<file path="src/rtl/muldiv_seq_pkg.sv">
`default_nettype none
// +----------------------------------------------------------------------------+
// | Module  : muldiv_seq_pkg                                                   |
// | Purpose : Op codes, FSM state type and op-class helpers shared by the      |
// |           multi-cycle RV64M multiply/divide sequencer.                     |
// | Ports   : none (package)                                                   |
// | Rev     : 1.0  initial release                                             |
// +----------------------------------------------------------------------------+
package muldiv_seq_pkg;

  localparam int OP_W = 4;

  typedef enum logic [OP_W-1:0] {
    OP_MUL    = 4'd0,
    OP_MULH   = 4'd1,
    OP_MULHSU = 4'd2,
    OP_MULHU  = 4'd3,
    OP_MULW   = 4'd4,
    OP_DIV    = 4'd5,
    OP_DIVU   = 4'd6,
    OP_REM    = 4'd7,
    OP_REMU   = 4'd8,
    OP_DIVW   = 4'd9,
    OP_DIVUW  = 4'd10,
    OP_REMW   = 4'd11,
    OP_REMUW  = 4'd12
  } mdu_op_e;

  typedef enum logic [1:0] {
    S_IDLE = 2'd0,
    S_CALC = 2'd1,
    S_FIX  = 2'd2,
    S_DONE = 2'd3
  } state_e;

  // 32-bit "W" forms: operate on the low half, sign-extend the result
  function automatic logic is_w_op(input logic [OP_W-1:0] op);
    return (op == OP_MULW) || (op == OP_DIVW) || (op == OP_DIVUW) ||
           (op == OP_REMW) || (op == OP_REMUW);
  endfunction

  function automatic logic is_div_op(input logic [OP_W-1:0] op);
    return (op >= OP_DIV) && (op <= OP_REMUW);
  endfunction

  function automatic logic is_sdiv_op(input logic [OP_W-1:0] op);
    return (op == OP_DIV) || (op == OP_REM) || (op == OP_DIVW) || (op == OP_REMW);
  endfunction

  function automatic logic is_rem_op(input logic [OP_W-1:0] op);
    return (op == OP_REM) || (op == OP_REMU) || (op == OP_REMW) || (op == OP_REMUW);
  endfunction

endpackage
`default_nettype wire

</file>
<file path="src/rtl/muldiv_seq_if.sv">
`default_nettype none
// +----------------------------------------------------------------------------+
// | Module  : muldiv_seq_if                                                    |
// | Purpose : Request/response bundle between EXU issue logic and muldiv_seq.  |
// | Ports   : flush, in_valid/in_ready/op/src1/src2 (request),                 |
// |           out_valid/out_ready/result (response)                            |
// |           master = requester/consumer, slave = sequencer                   |
// | Rev     : 1.0  initial release                                             |
// +----------------------------------------------------------------------------+
interface muldiv_seq_if
  import muldiv_seq_pkg::*;
#(
  parameter int XLEN = 64
);
  logic            flush;
  logic            in_valid;
  logic            in_ready;
  logic [OP_W-1:0] op;
  logic [XLEN-1:0] src1;
  logic [XLEN-1:0] src2;
  logic            out_valid;
  logic            out_ready;
  logic [XLEN-1:0] result;

  modport master (
    output flush, in_valid, op, src1, src2, out_ready,
    input  in_ready, out_valid, result
  );

  modport slave (
    input  flush, in_valid, op, src1, src2, out_ready,
    output in_ready, out_valid, result
  );
endinterface
`default_nettype wire

</file>
<file path="src/rtl/muldiv_seq_div_step.sv">
`default_nettype none
// +----------------------------------------------------------------------------+
// | Module  : mdu_div_step                                                     |
// | Purpose : One combinational restoring-division step. Shifts {rem,quo}      |
// |           left by one, trial-subtracts the divisor and records the         |
// |           quotient bit.                                                    |
// | Ports   : rem_in/quo_in/divisor -> rem_out/quo_out                         |
// | Rev     : 1.0  initial release                                             |
// +----------------------------------------------------------------------------+
module mdu_div_step
  import muldiv_seq_pkg::*;
#(
  parameter int XLEN = 64
) (
  input  logic [XLEN:0]   rem_in,
  input  logic [XLEN-1:0] quo_in,
  input  logic [XLEN-1:0] divisor,
  output logic [XLEN:0]   rem_out,
  output logic [XLEN-1:0] quo_out
);
  logic [XLEN:0] w_shift;
  logic [XLEN:0] w_diff;
  logic          w_ge;

  always_comb begin
    w_shift = {rem_in[XLEN-1:0], quo_in[XLEN-1]};
    // A set top bit means the true shifted value is >= 2^(XLEN+1), which is
    // always above the divisor; the wrapped difference is still exact then.
    w_ge    = rem_in[XLEN] || (w_shift >= {1'b0, divisor});
    w_diff  = w_shift - {1'b0, divisor};
    rem_out = w_ge ? w_diff : w_shift;
    quo_out = {quo_in[XLEN-2:0], w_ge};
  end
endmodule
`default_nettype wire

</file>
<file path="src/rtl/muldiv_seq.sv">
`default_nettype none
// +----------------------------------------------------------------------------+
// | Module  : muldiv_seq                                                       |
// | Purpose : Multi-cycle RV64M sequencer: radix-2 shift-add multiplier and    |
// |           restoring divider on magnitudes, sign fix-up, W-op handling.     |
// | Ports   : clk, rst (async, active-high), bus (muldiv_seq_if.slave)         |
// | Rev     : 1.0  initial release                                             |
// +----------------------------------------------------------------------------+
module muldiv_seq
  import muldiv_seq_pkg::*;
#(
  parameter int XLEN = 64
) (
  input  logic          clk,
  input  logic          rst,
  muldiv_seq_if.slave   bus
);
  localparam int HALF  = XLEN / 2;
  localparam int CNT_W = $clog2(XLEN + 1);

  function automatic logic [XLEN-1:0] sext_half(input logic [HALF-1:0] v);
    return {{HALF{v[HALF-1]}}, v};
  endfunction

  function automatic logic [XLEN-1:0] zext_half(input logic [HALF-1:0] v);
    return {{HALF{1'b0}}, v};
  endfunction

  state_e            r_state;
  state_e            w_state_nxt;
  logic [CNT_W-1:0]  r_cnt;
  logic [OP_W-1:0]   r_op;
  logic [XLEN-1:0]   r_opnd;    // multiplicand or divisor magnitude
  logic [2*XLEN-1:0] r_prod;
  logic [XLEN:0]     r_rem;
  logic [XLEN-1:0]   r_quo;
  logic              r_neg_q;   // negate product / quotient at fix-up
  logic              r_neg_r;   // negate remainder at fix-up
  logic [XLEN-1:0]   r_result;

  // ---------------- accept-time decode ----------------
  logic            w_accept, w_is_w, w_is_div, w_sdiv, w_is_rem;
  logic [XLEN-1:0] w_dd_ext, w_dv_ext, w_dd_mag, w_dv_mag, w_dd_res;
  logic            w_dd_neg, w_dv_neg, w_dv_zero, w_ovf, w_special;
  logic [XLEN-1:0] w_special_res;
  logic            w_mul_sa, w_mul_sb;
  logic [XLEN-1:0] w_mcand, w_mplier;

  assign w_accept = bus.in_valid && bus.in_ready;

  always_comb begin
    w_is_w   = is_w_op(bus.op);
    w_is_div = is_div_op(bus.op);
    w_sdiv   = is_sdiv_op(bus.op);
    w_is_rem = is_rem_op(bus.op);

    if (w_is_w) begin
      w_dd_ext = w_sdiv ? sext_half(bus.src1[HALF-1:0]) : zext_half(bus.src1[HALF-1:0]);
      w_dv_ext = w_sdiv ? sext_half(bus.src2[HALF-1:0]) : zext_half(bus.src2[HALF-1:0]);
      w_ovf    = w_sdiv && (bus.src1[HALF-1:0] == {1'b1, {(HALF-1){1'b0}}}) &&
                 (&bus.src2[HALF-1:0]);
      w_dd_res = sext_half(bus.src1[HALF-1:0]);
    end else begin
      w_dd_ext = bus.src1;
      w_dv_ext = bus.src2;
      w_ovf    = w_sdiv && (bus.src1 == {1'b1, {(XLEN-1){1'b0}}}) && (&bus.src2);
      w_dd_res = bus.src1;
    end

    w_dd_neg  = w_sdiv && w_dd_ext[XLEN-1];
    w_dv_neg  = w_sdiv && w_dv_ext[XLEN-1];
    w_dd_mag  = w_dd_neg ? -w_dd_ext : w_dd_ext;
    w_dv_mag  = w_dv_neg ? -w_dv_ext : w_dv_ext;
    w_dv_zero = (w_dv_ext == '0);
    w_special = w_is_div && (w_dv_zero || w_ovf);

    if (w_is_rem) w_special_res = w_dv_zero ? w_dd_res : '0;
    else          w_special_res = w_dv_zero ? '1 : w_dd_res;

    // MUL/MULW keep raw bits: the low product half does not depend on sign
    w_mul_sa = ((bus.op == OP_MULH) || (bus.op == OP_MULHSU)) && bus.src1[XLEN-1];
    w_mul_sb = (bus.op == OP_MULH) && bus.src2[XLEN-1];
    if (bus.op == OP_MULW) begin
      w_mcand  = zext_half(bus.src1[HALF-1:0]);
      w_mplier = zext_half(bus.src2[HALF-1:0]);
    end else begin
      w_mcand  = w_mul_sa ? -bus.src1 : bus.src1;
      w_mplier = w_mul_sb ? -bus.src2 : bus.src2;
    end
  end

  // ---------------- iteration datapath ----------------
  logic [XLEN:0]     w_mul_sum;
  logic [2*XLEN-1:0] w_prod_nxt;
  logic [XLEN:0]     w_rem_nxt;
  logic [XLEN-1:0]   w_quo_nxt;

  always_comb begin
    w_mul_sum  = {1'b0, r_prod[2*XLEN-1:XLEN]} + (r_prod[0] ? {1'b0, r_opnd} : '0);
    w_prod_nxt = {w_mul_sum, r_prod[XLEN-1:1]};
  end

  mdu_div_step #(.XLEN(XLEN)) u_div_step (
    .rem_in  (r_rem),
    .quo_in  (r_quo),
    .divisor (r_opnd),
    .rem_out (w_rem_nxt),
    .quo_out (w_quo_nxt)
  );

  // ---------------- sign fix-up and result select ----------------
  logic [2*XLEN-1:0] w_prod_fix;
  logic [XLEN-1:0]   w_quo_fix, w_rem_fix, w_fix_res;

  always_comb begin
    w_prod_fix = r_neg_q ? -r_prod : r_prod;
    w_quo_fix  = r_neg_q ? -r_quo : r_quo;
    w_rem_fix  = r_neg_r ? -r_rem[XLEN-1:0] : r_rem[XLEN-1:0];
    w_fix_res  = '0;
    case (r_op)
      OP_MUL:                        w_fix_res = r_prod[XLEN-1:0];
      // a 32-iteration run leaves the 64-bit product in r_prod[2*XLEN-1:HALF]
      OP_MULW:                       w_fix_res = sext_half(r_prod[XLEN-1:HALF]);
      OP_MULH, OP_MULHSU, OP_MULHU:  w_fix_res = w_prod_fix[2*XLEN-1:XLEN];
      OP_DIV, OP_DIVU:               w_fix_res = w_quo_fix;
      OP_REM, OP_REMU:               w_fix_res = w_rem_fix;
      OP_DIVW, OP_DIVUW:             w_fix_res = sext_half(w_quo_fix[HALF-1:0]);
      OP_REMW, OP_REMUW:             w_fix_res = sext_half(w_rem_fix[HALF-1:0]);
      default:                       w_fix_res = '0;
    endcase
  end

  // ---------------- FSM ----------------
  always_ff @(posedge clk or posedge rst) begin
    if (rst) r_state <= S_IDLE;
    else     r_state <= w_state_nxt;
  end

  always_comb begin
    w_state_nxt = r_state;
    case (r_state)
      S_IDLE: if (w_accept) w_state_nxt = w_special ? S_DONE : S_CALC;
      S_CALC: if (r_cnt == CNT_W'(1)) w_state_nxt = S_FIX;
      S_FIX:  w_state_nxt = S_DONE;
      S_DONE: if (bus.out_ready) w_state_nxt = S_IDLE;
      default: w_state_nxt = S_IDLE;
    endcase
    if (bus.flush) w_state_nxt = S_IDLE;
  end

  // ---------------- datapath registers ----------------
  always_ff @(posedge clk or posedge rst) begin
    if (rst) begin
      r_cnt    <= '0;
      r_op     <= '0;
      r_opnd   <= '0;
      r_prod   <= '0;
      r_rem    <= '0;
      r_quo    <= '0;
      r_neg_q  <= 1'b0;
      r_neg_r  <= 1'b0;
      r_result <= '0;
    end else if (w_accept) begin
      r_op  <= bus.op;
      r_cnt <= w_is_w ? CNT_W'(HALF) : CNT_W'(XLEN);
      if (w_is_div) begin
        r_opnd  <= w_dv_mag;
        r_rem   <= '0;
        // W dividends are left-aligned so 32 steps consume exactly their bits
        r_quo   <= w_is_w ? {w_dd_mag[HALF-1:0], {HALF{1'b0}}} : w_dd_mag;
        r_neg_q <= w_dd_neg ^ w_dv_neg;
        r_neg_r <= w_dd_neg;
      end else begin
        r_opnd  <= w_mcand;
        r_prod  <= {{XLEN{1'b0}}, w_mplier};
        r_neg_q <= w_mul_sa ^ w_mul_sb;
        r_neg_r <= 1'b0;
      end
      if (w_special) r_result <= w_special_res;
    end else if (r_state == S_CALC) begin
      r_cnt <= r_cnt - CNT_W'(1);
      if (is_div_op(r_op)) begin
        r_rem <= w_rem_nxt;
        r_quo <= w_quo_nxt;
      end else begin
        r_prod <= w_prod_nxt;
      end
    end else if ((r_state == S_FIX) && !bus.flush) begin
      r_result <= w_fix_res;
    end
  end

  assign bus.in_ready  = (r_state == S_IDLE) && !bus.flush;
  assign bus.out_valid = (r_state == S_DONE);
  assign bus.result    = r_result;
endmodule
`default_nettype wire

</file>
<file path="src/flat_wrapper.sv">
// flat-port wrapper written by rule: the top's interface ports become plain ports
module muldiv_seq_flat import muldiv_seq_pkg::*;
#(
  parameter int XLEN = 64
)
  (clk, rst, bus_flush, bus_in_valid, bus_op, bus_src1, bus_src2, bus_out_ready, bus_in_ready, bus_out_valid, bus_result);
  muldiv_seq_if #(.XLEN(XLEN)) bus_i ();
  input  logic clk;
  input  logic rst;
  input wire logic [$bits(bus_i.flush)-1:0] bus_flush;
  input wire logic [$bits(bus_i.in_valid)-1:0] bus_in_valid;
  input wire logic [$bits(bus_i.op)-1:0] bus_op;
  input wire logic [$bits(bus_i.src1)-1:0] bus_src1;
  input wire logic [$bits(bus_i.src2)-1:0] bus_src2;
  input wire logic [$bits(bus_i.out_ready)-1:0] bus_out_ready;
  output wire logic [$bits(bus_i.in_ready)-1:0] bus_in_ready;
  output wire logic [$bits(bus_i.out_valid)-1:0] bus_out_valid;
  output wire logic [$bits(bus_i.result)-1:0] bus_result;
  assign bus_i.flush = bus_flush;
  assign bus_i.in_valid = bus_in_valid;
  assign bus_i.op = bus_op;
  assign bus_i.src1 = bus_src1;
  assign bus_i.src2 = bus_src2;
  assign bus_i.out_ready = bus_out_ready;
  assign bus_in_ready = bus_i.in_ready;
  assign bus_out_valid = bus_i.out_valid;
  assign bus_result = bus_i.result;
  muldiv_seq #(.XLEN(XLEN)) u_core (.clk(clk), .rst(rst), .bus(bus_i));
endmodule
</file>
<file path="config.mk">
export PLATFORM = sky130hd
export DESIGN_NAME = muldiv_seq_flat
export DESIGN_NICKNAME = d
export VERILOG_FILES = /design/src/rtl/muldiv_seq_pkg.sv /design/src/rtl/muldiv_seq_if.sv /design/src/rtl/muldiv_seq_div_step.sv /design/src/rtl/muldiv_seq.sv /design/src/flat_wrapper.sv
export SDC_FILE = /design/constraint.sdc
export NUM_CORES = 2
export LEC_CHECK = 0
export CORE_MARGIN = 10
export CORE_UTILIZATION = 25
export CTS_CLUSTER_DIAMETER = 60
export DETAILED_ROUTE_END_ITERATION = 10
export SLEW_MARGIN = 40
export SYNTH_ARGS = -nofsm -noshare
export SYNTH_HDL_FRONTEND = slang
export SYNTH_HIERARCHICAL = 1
export SYNTH_SLANG_ARGS = --single-unit
</file>
<file path="constraint.sdc">
create_clock -name clk -period 47.2 [get_ports clk]
set_clock_uncertainty 0.2 [all_clocks]
set_input_delay 14.16 -clock clk [delete_from_list [all_inputs] [get_ports clk]]
set_output_delay 14.16 -clock clk [all_outputs]
set_load 0.02 [all_outputs]
</file>
# ---- Word-level counts from Yosys, hierarchy flattened
# Index checks and enable logic that the tools add are counted.
dict set report op_classes {
  addsub 10
  n_lt_le_gt_ge 5
  n_eq_ne 36
  n_mux 50
  n_bitwise 2
  reduce_logical 45
}
# operator n
set op_table {}
lappend op_table {{64-bit two-way mux} 27}
lappend op_table {{128-bit two-way mux} 5}
lappend op_table {{64-bit one-hot mux with 7 select lines} 1}
lappend op_table {{64-bit negator} 6}
lappend op_table {{65-bit two-way mux} 5}
lappend op_table {{128-bit negator} 1}
lappend op_table {{64-bit by 65-bit adder with 65-bit output} 1}
lappend op_table {{65-bit by 64-bit >= comparator with 1-bit output} 1}
lappend op_table {{65-bit by 64-bit subtractor with 65-bit output} 1}
lappend op_table {{64-bit equality test, second input constant} 1}
lappend op_table {{64-bit logical NOT} 1}
lappend op_table {{64-bit AND reduction} 1}
lappend op_table {{4-bit equality test, second input constant} 10}
lappend op_table {{32-bit equality test, second input constant} 1}
lappend op_table {{32-bit AND reduction} 1}
lappend op_table {{4-bit by 3-bit equality test with 1-bit output, second input constant} 7}
lappend op_table {{7-bit two-way mux} 3}
lappend op_table {{1-bit logical AND} 14}
lappend op_table {{1-bit logical OR} 13}
lappend op_table {{4-bit by 2-bit equality test with 1-bit output, second input constant} 3}
lappend op_table {{3-bit AND reduction} 4}
lappend op_table {{2-bit two-way mux} 5}
lappend op_table {{4-bit by 1-bit equality test with 1-bit output, second input constant} 2}
lappend op_table {{4-bit by 3-bit >= comparator with 1-bit output, second input constant} 2}
lappend op_table {{other kinds (18)} 32}
dict set report totals {
  ff_bits 400
  output_inout_bits 66
  word_cells 158
}

# ---- Depth between registers and ports, before layout
dict set report depth {
  depth_word 13
  ltp_mapped 18
}

# ---- Cells and area by module
# The synthesis kept the hierarchy.
# module n_inst cells_each area_each_um2 seq_area_each_um2
set modules_own_cells {}
lappend modules_own_cells {muldiv_seq 1 4580 34431.8 10009.6}
lappend modules_own_cells {mdu_div_step 1 845 5785.5 0.0}

# ---- Worst setup path before layout
# OpenSTA, ideal clock, no wires.
dict set report synth_timing {
  path_type {input to output}
  start {input bus_flush}
  end {output bus_in_ready}
  arrival_time_ns 14.515
  path_slack_ns 18.325
  path_stages 1
  cell_sequence {nor2b_1}
}
dict set report synth_between {
  elab_chain_cells 2
}
# element line
set synth_lines {}
lappend synth_lines {{from (decl)} flat_wrapper.sv:10} ;# input wire logic [$bits(bus_i.flush)-1:0] bus_flush;
lappend synth_lines {{1-bit logical NOT} muldiv_seq.sv:193} ;# assign bus.in_ready = (r_state == S_IDLE) && !bus.flush;
lappend synth_lines {{1-bit logical AND} muldiv_seq.sv:193}
lappend synth_lines {{to (decl)} flat_wrapper.sv:16} ;# output wire logic [$bits(bus_i.in_ready)-1:0] bus_in_ready;
# Every way passes these cells.

# ---- Final worst setup path
# Same ends and word-level chain as after synthesis.

==> flow_metrics.tcl <==
set metrics [dict create \
    reg2reg_setup_slack_ns 41.69 \
    drtPass1Iterations 9 \
    drt-total-wl_um 213000 \
    syn_avg_cell_area_sq_um 7.41 \
    cts.htree.levels 3 \
    synth_mux_area_frac 0.0300 \
    antenna_violating_nets_post_route 0 \
    post_drt_via_cell_ratio 5.86 \
    setup_repair_bufs_after_cts 0 \
    area_growth_syn_to_layout_pct 14.8 \
    kind_of_end_point_of_the_critical_path "output port" \
    post-route-period-util 0.635 \
    io_pins 203 \
    die_width_um 421 \
    hold_class "register to register" \
    criticalPathCategory "input pin to output port" \
    globalplace.congestion 1.06 \
    period_needed_ns 29.97 \
    post-route-drc-count 0 \
    avgRoutedWirePerCell_um 28.3 \
    cp.arrival_ns 15.61 \
    detailed_place_hpwl_um 166000 \
    fp.dieArea_sq_um 177000 \
    finalHoldViolations 0 \
    share_seq_of_total_power 0.224 \
    dpl-instance-area_sq_um 43800 \
    dr.first_iter.drc_count 5974 \
    clock_insertion_delay_worst_skew_ns 0.66 \
    grt_setup_unrepaired "no" \
    critical_path_required_ns 32.84 \
    mostFrequentLayoutCells "sky130_fd_sc_hd__nand2_1 (609), sky130_fd_sc_hd__a21oi_1 (488), sky130_fd_sc_hd__nor2_1 (472)" \
    achievable-frequency_mhz 33.4 \
    clkTransAtPathRegs_ns 0.06 \
    ys.flop_type "sky130_fd_sc_hd__dfrtp_1" \
    tightestPinTransition_ns 0.918 \
    commonest_non_fill_non_tap_cell_in_the_layout "sky130_fd_sc_hd__nand2_1" \
    number_of_flops_mapped_to_enable_cells_by_yosys 0 \
    synth_seq_area_share 0.249 \
    antenna_violations_before_repair 12 \
    synthesis.yosys.warnings 6 \
    worstPathMaxFanout 4 \
    io_buffer_count 202 \
    globalRouteOverflowTotal 0 \
    die_height_um 421 \
    ys_seq_elements 400 \
    status "finished, final reports clean" \
    p_leak_nw 17.9 \
    postCtsHoldBufs 0 \
    cts.path.max_buffers 3 \
    grt_pass1_wl_um 301000 \
    maxCapViolCount 0 \
    cts_num_sinks 400 \
    row_count 147 \
    maxSlewHeadroom 0.381 \
    ctsRootBufferMaster "sky130_fd_sc_hd__clkbuf_16" \
    peakVddDrop_mv 0.0461 \
    postLayoutCellArea_sq_um 46200 \
    main_combinational_cell_family_by_area_after_synthesis "compound AO/OA/AOI/OAI gates" \
    sw_pwr_w 0.00198 \
    power.switching_fraction 0.544 \
    grtUsageMet1 0.280 \
    via_count 44100 \
    synthXorXnorAreaFrac 0.108 \
    grt_use_total 0.227 \
    comb_power_share 0.634 \
    post_route_cells_drive_above_1_share 0.0697 \
    gr-max-usage-layer "met2" \
    cts_buffers 69 \
    slew_violations 0 \
    met2_usage 0.344 \
    netlist-cell-type-count 103 \
    grt_start_max_net_pins 107 \
    synth_compound_gate_area_share 0.262 \
    first_global_vias 40800 \
    setup_viol 0 \
    post_synth_and_or_nand_nor_area_fraction 0.235 \
    cp-start-kind "input pin" \
    cts_tree "built" \
    fp.coreArea_sq_um 160000 \
    p_clk_frac 0.142 \
    final_hold_slack_ns 0.284 \
    design.final.nets 5590 \
    post_synth_inst_count 5425 \
    grt_util_met3 0.0466 \
    ctsResizeCount 0 \
    cell_internal_pwr_w 0.00166 \
    async_reset_ff_frac 1.00 \
    starting_density_of_the_core 0.251 \
    synthAdderAreaFrac 0.0508 \
    finalSetupTns_ns 0 \
    power_per_cell_area_nw_per_um2 78.8 \
    net_count_synth 5704 \
    synth.cell_area_sq_um 40200 \
]
-- flip-flops by register name (all words and copies together) (netlist names) --
register and count:
u_core/r_rem 65, u_core/r_quo 64, u_core/r_neg_q 1, u_core/r_prod 128, u_core/r_state 2, u_core/r_cnt 7
u_core/r_neg_r 1, u_core/bus.result 64, u_core/r_op 4, u_core/r_opnd 64
-- synthesized netlist by cell type (12+ instances only) --
| library cell | instances | area share |
|---|---|---|
| sky130_fd_sc_hd__nor2_1 | 475 | 0.044 |
| sky130_fd_sc_hd__and2_1 | 81 | 0.013 |
| sky130_fd_sc_hd__o31ai_1 | 84 | 0.016 |
| sky130_fd_sc_hd__xor2_1 | 241 | 0.052 |
| sky130_fd_sc_hd__mux2i_1 | 38 | 0.0095 |
| sky130_fd_sc_hd__o21a_1 | 42 | 0.0078 |
| sky130_fd_sc_hd__o221ai_1 | 30 | 0.0065 |
| sky130_fd_sc_hd__ha_1 | 140 | 0.044 |
| sky130_fd_sc_hd__mux2_4 | 19 | 0.0071 |
| sky130_fd_sc_hd__nand3_1 | 211 | 0.026 |
| sky130_fd_sc_hd__a222oi_1 | 19 | 0.0047 |
| sky130_fd_sc_hd__a22oi_1 | 45 | 0.0084 |
| sky130_fd_sc_hd__nor2b_1 | 27 | 0.0042 |
| sky130_fd_sc_hd__nor4_1 | 72 | 0.011 |
| sky130_fd_sc_hd__mux2_2 | 48 | 0.013 |
| sky130_fd_sc_hd__o41ai_1 | 48 | 0.010 |
| sky130_fd_sc_hd__buf_1 | 36 | 0.0034 |
| sky130_fd_sc_hd__o211ai_1 | 32 | 0.0060 |
| sky130_fd_sc_hd__a221oi_1 | 39 | 0.0085 |
| sky130_fd_sc_hd__and3_1 | 41 | 0.0064 |
| sky130_fd_sc_hd__a21boi_0 | 12 | 0.0022 |
| sky130_fd_sc_hd__a211o_1 | 17 | 0.0037 |
| sky130_fd_sc_hd__inv_1 | 128 | 0.012 |
| sky130_fd_sc_hd__a21o_1 | 58 | 0.011 |
| sky130_fd_sc_hd__maj3_1 | 25 | 0.0062 |
| sky130_fd_sc_hd__or4_1 | 35 | 0.0065 |
| sky130_fd_sc_hd__or2_2 | 22 | 0.0034 |
| sky130_fd_sc_hd__clkbuf_1 | 344 | 0.032 |
| sky130_fd_sc_hd__a2111oi_0 | 25 | 0.0054 |
| sky130_fd_sc_hd__o21bai_1 | 36 | 0.0067 |
| sky130_fd_sc_hd__a211oi_1 | 28 | 0.0052 |
| sky130_fd_sc_hd__or3_1 | 98 | 0.015 |
| sky130_fd_sc_hd__nand4_1 | 80 | 0.012 |
| sky130_fd_sc_hd__o21ai_0 | 447 | 0.056 |
| sky130_fd_sc_hd__dfrtp_1 | 400 | 0.25 |
| sky130_fd_sc_hd__buf_2 | 22 | 0.0027 |
| sky130_fd_sc_hd__a31oi_1 | 50 | 0.0078 |
| sky130_fd_sc_hd__buf_4 | 65 | 0.012 |
| sky130_fd_sc_hd__xnor2_1 | 253 | 0.055 |
| sky130_fd_sc_hd__nor3_1 | 119 | 0.015 |
| sky130_fd_sc_hd__o22ai_1 | 77 | 0.012 |
| sky130_fd_sc_hd__nand2_1 | 612 | 0.057 |
| sky130_fd_sc_hd__nand2b_1 | 37 | 0.0058 |
| sky130_fd_sc_hd__a21oi_1 | 493 | 0.061 |
-- logic make-up (layout without fill, tap and decap cells) --
group,Yosys count,after routing
buf+inv,607,545
flops,400,400
xor+xnor,494,494
compound gates,1674,1674
simple gates,1978,1978
mux,105,105
fa+ha+maj,167,167
other cells,0,1
-- power groups by stage --
stage                     Combinational [W]  Clock, W  Sequential, W
after floorplan                     0.00152         0       0.000668
after detailed placement            0.00222         0       0.000797
final                               0.00231  0.000518       0.000813
after global placement              0.00221         0       0.000793
after global routing                0.00244  0.000540       0.000814
after CTS                           0.00224  0.000524       0.000793
-- metal layers --
layer / part of all wire / up-vias
li1: - / 19400
met1: 0.38 / 21400
met2: 0.43 / 2635
met3: 0.096 / 557
met4: 0.091 / 10
met5: 0.00032 / -
-- worst max-delay path, stage by stage --
cell,delay [ns]
sky130_fd_sc_hd__clkdlybuf4s50_1,0.47
sky130_fd_sc_hd__nor2b_1,0.31
sky130_fd_sc_hd__clkdlybuf4s50_1,0.68
-- path summary, 6_finish.rpt --
check,from,end,cells after the start
setup / recovery,bus_flush,bus_in_ready,3
hold / removal,u_core/r_rem[64],u_core/r_rem[64],2
setup reg to reg,u_core/r_prod[0],u_core/r_prod[107],12
hold reg to reg,u_core/r_rem[64],u_core/r_rem[64],2
max in group asynchronous,rst,u_core/bus.result[10],6
min in group asynchronous,rst,u_core/r_rem[15],2
-- layout make-up --
cell class / instances / area [sq um]
Fill cell: 17500 / 114000
Multi-Input combinational cell: 4418 / 27800
Sequential cell: 400 / 10000
Timing Repair Buffer: 293 / 2820
Tap cell: 2160 / 2700
Clock buffer: 83 / 1850
Inverter: 129 / 492
Clock inverter: 40 / 433
Antenna cell: 1 / 2.50
-- metrics by stage --
step / power, W / worst slack [ns] / util / instances
2_1_floorplan: 0.00219 / 18.32 / - / 5425
3_3_place_gp: 0.00300 / 17.21 / 0.272 / 7394
3_5_place_dp: 0.00302 / 17.22 / 0.274 / 7398
4_1_cts: 0.00355 / 17.21 / 0.288 / 7521
5_1_grt: 0.00380 / 17.15 / 0.288 / 7523
6_report: 0.00364 / 17.23 / 0.288 / 7524
(Power assumes the default switching activity.)
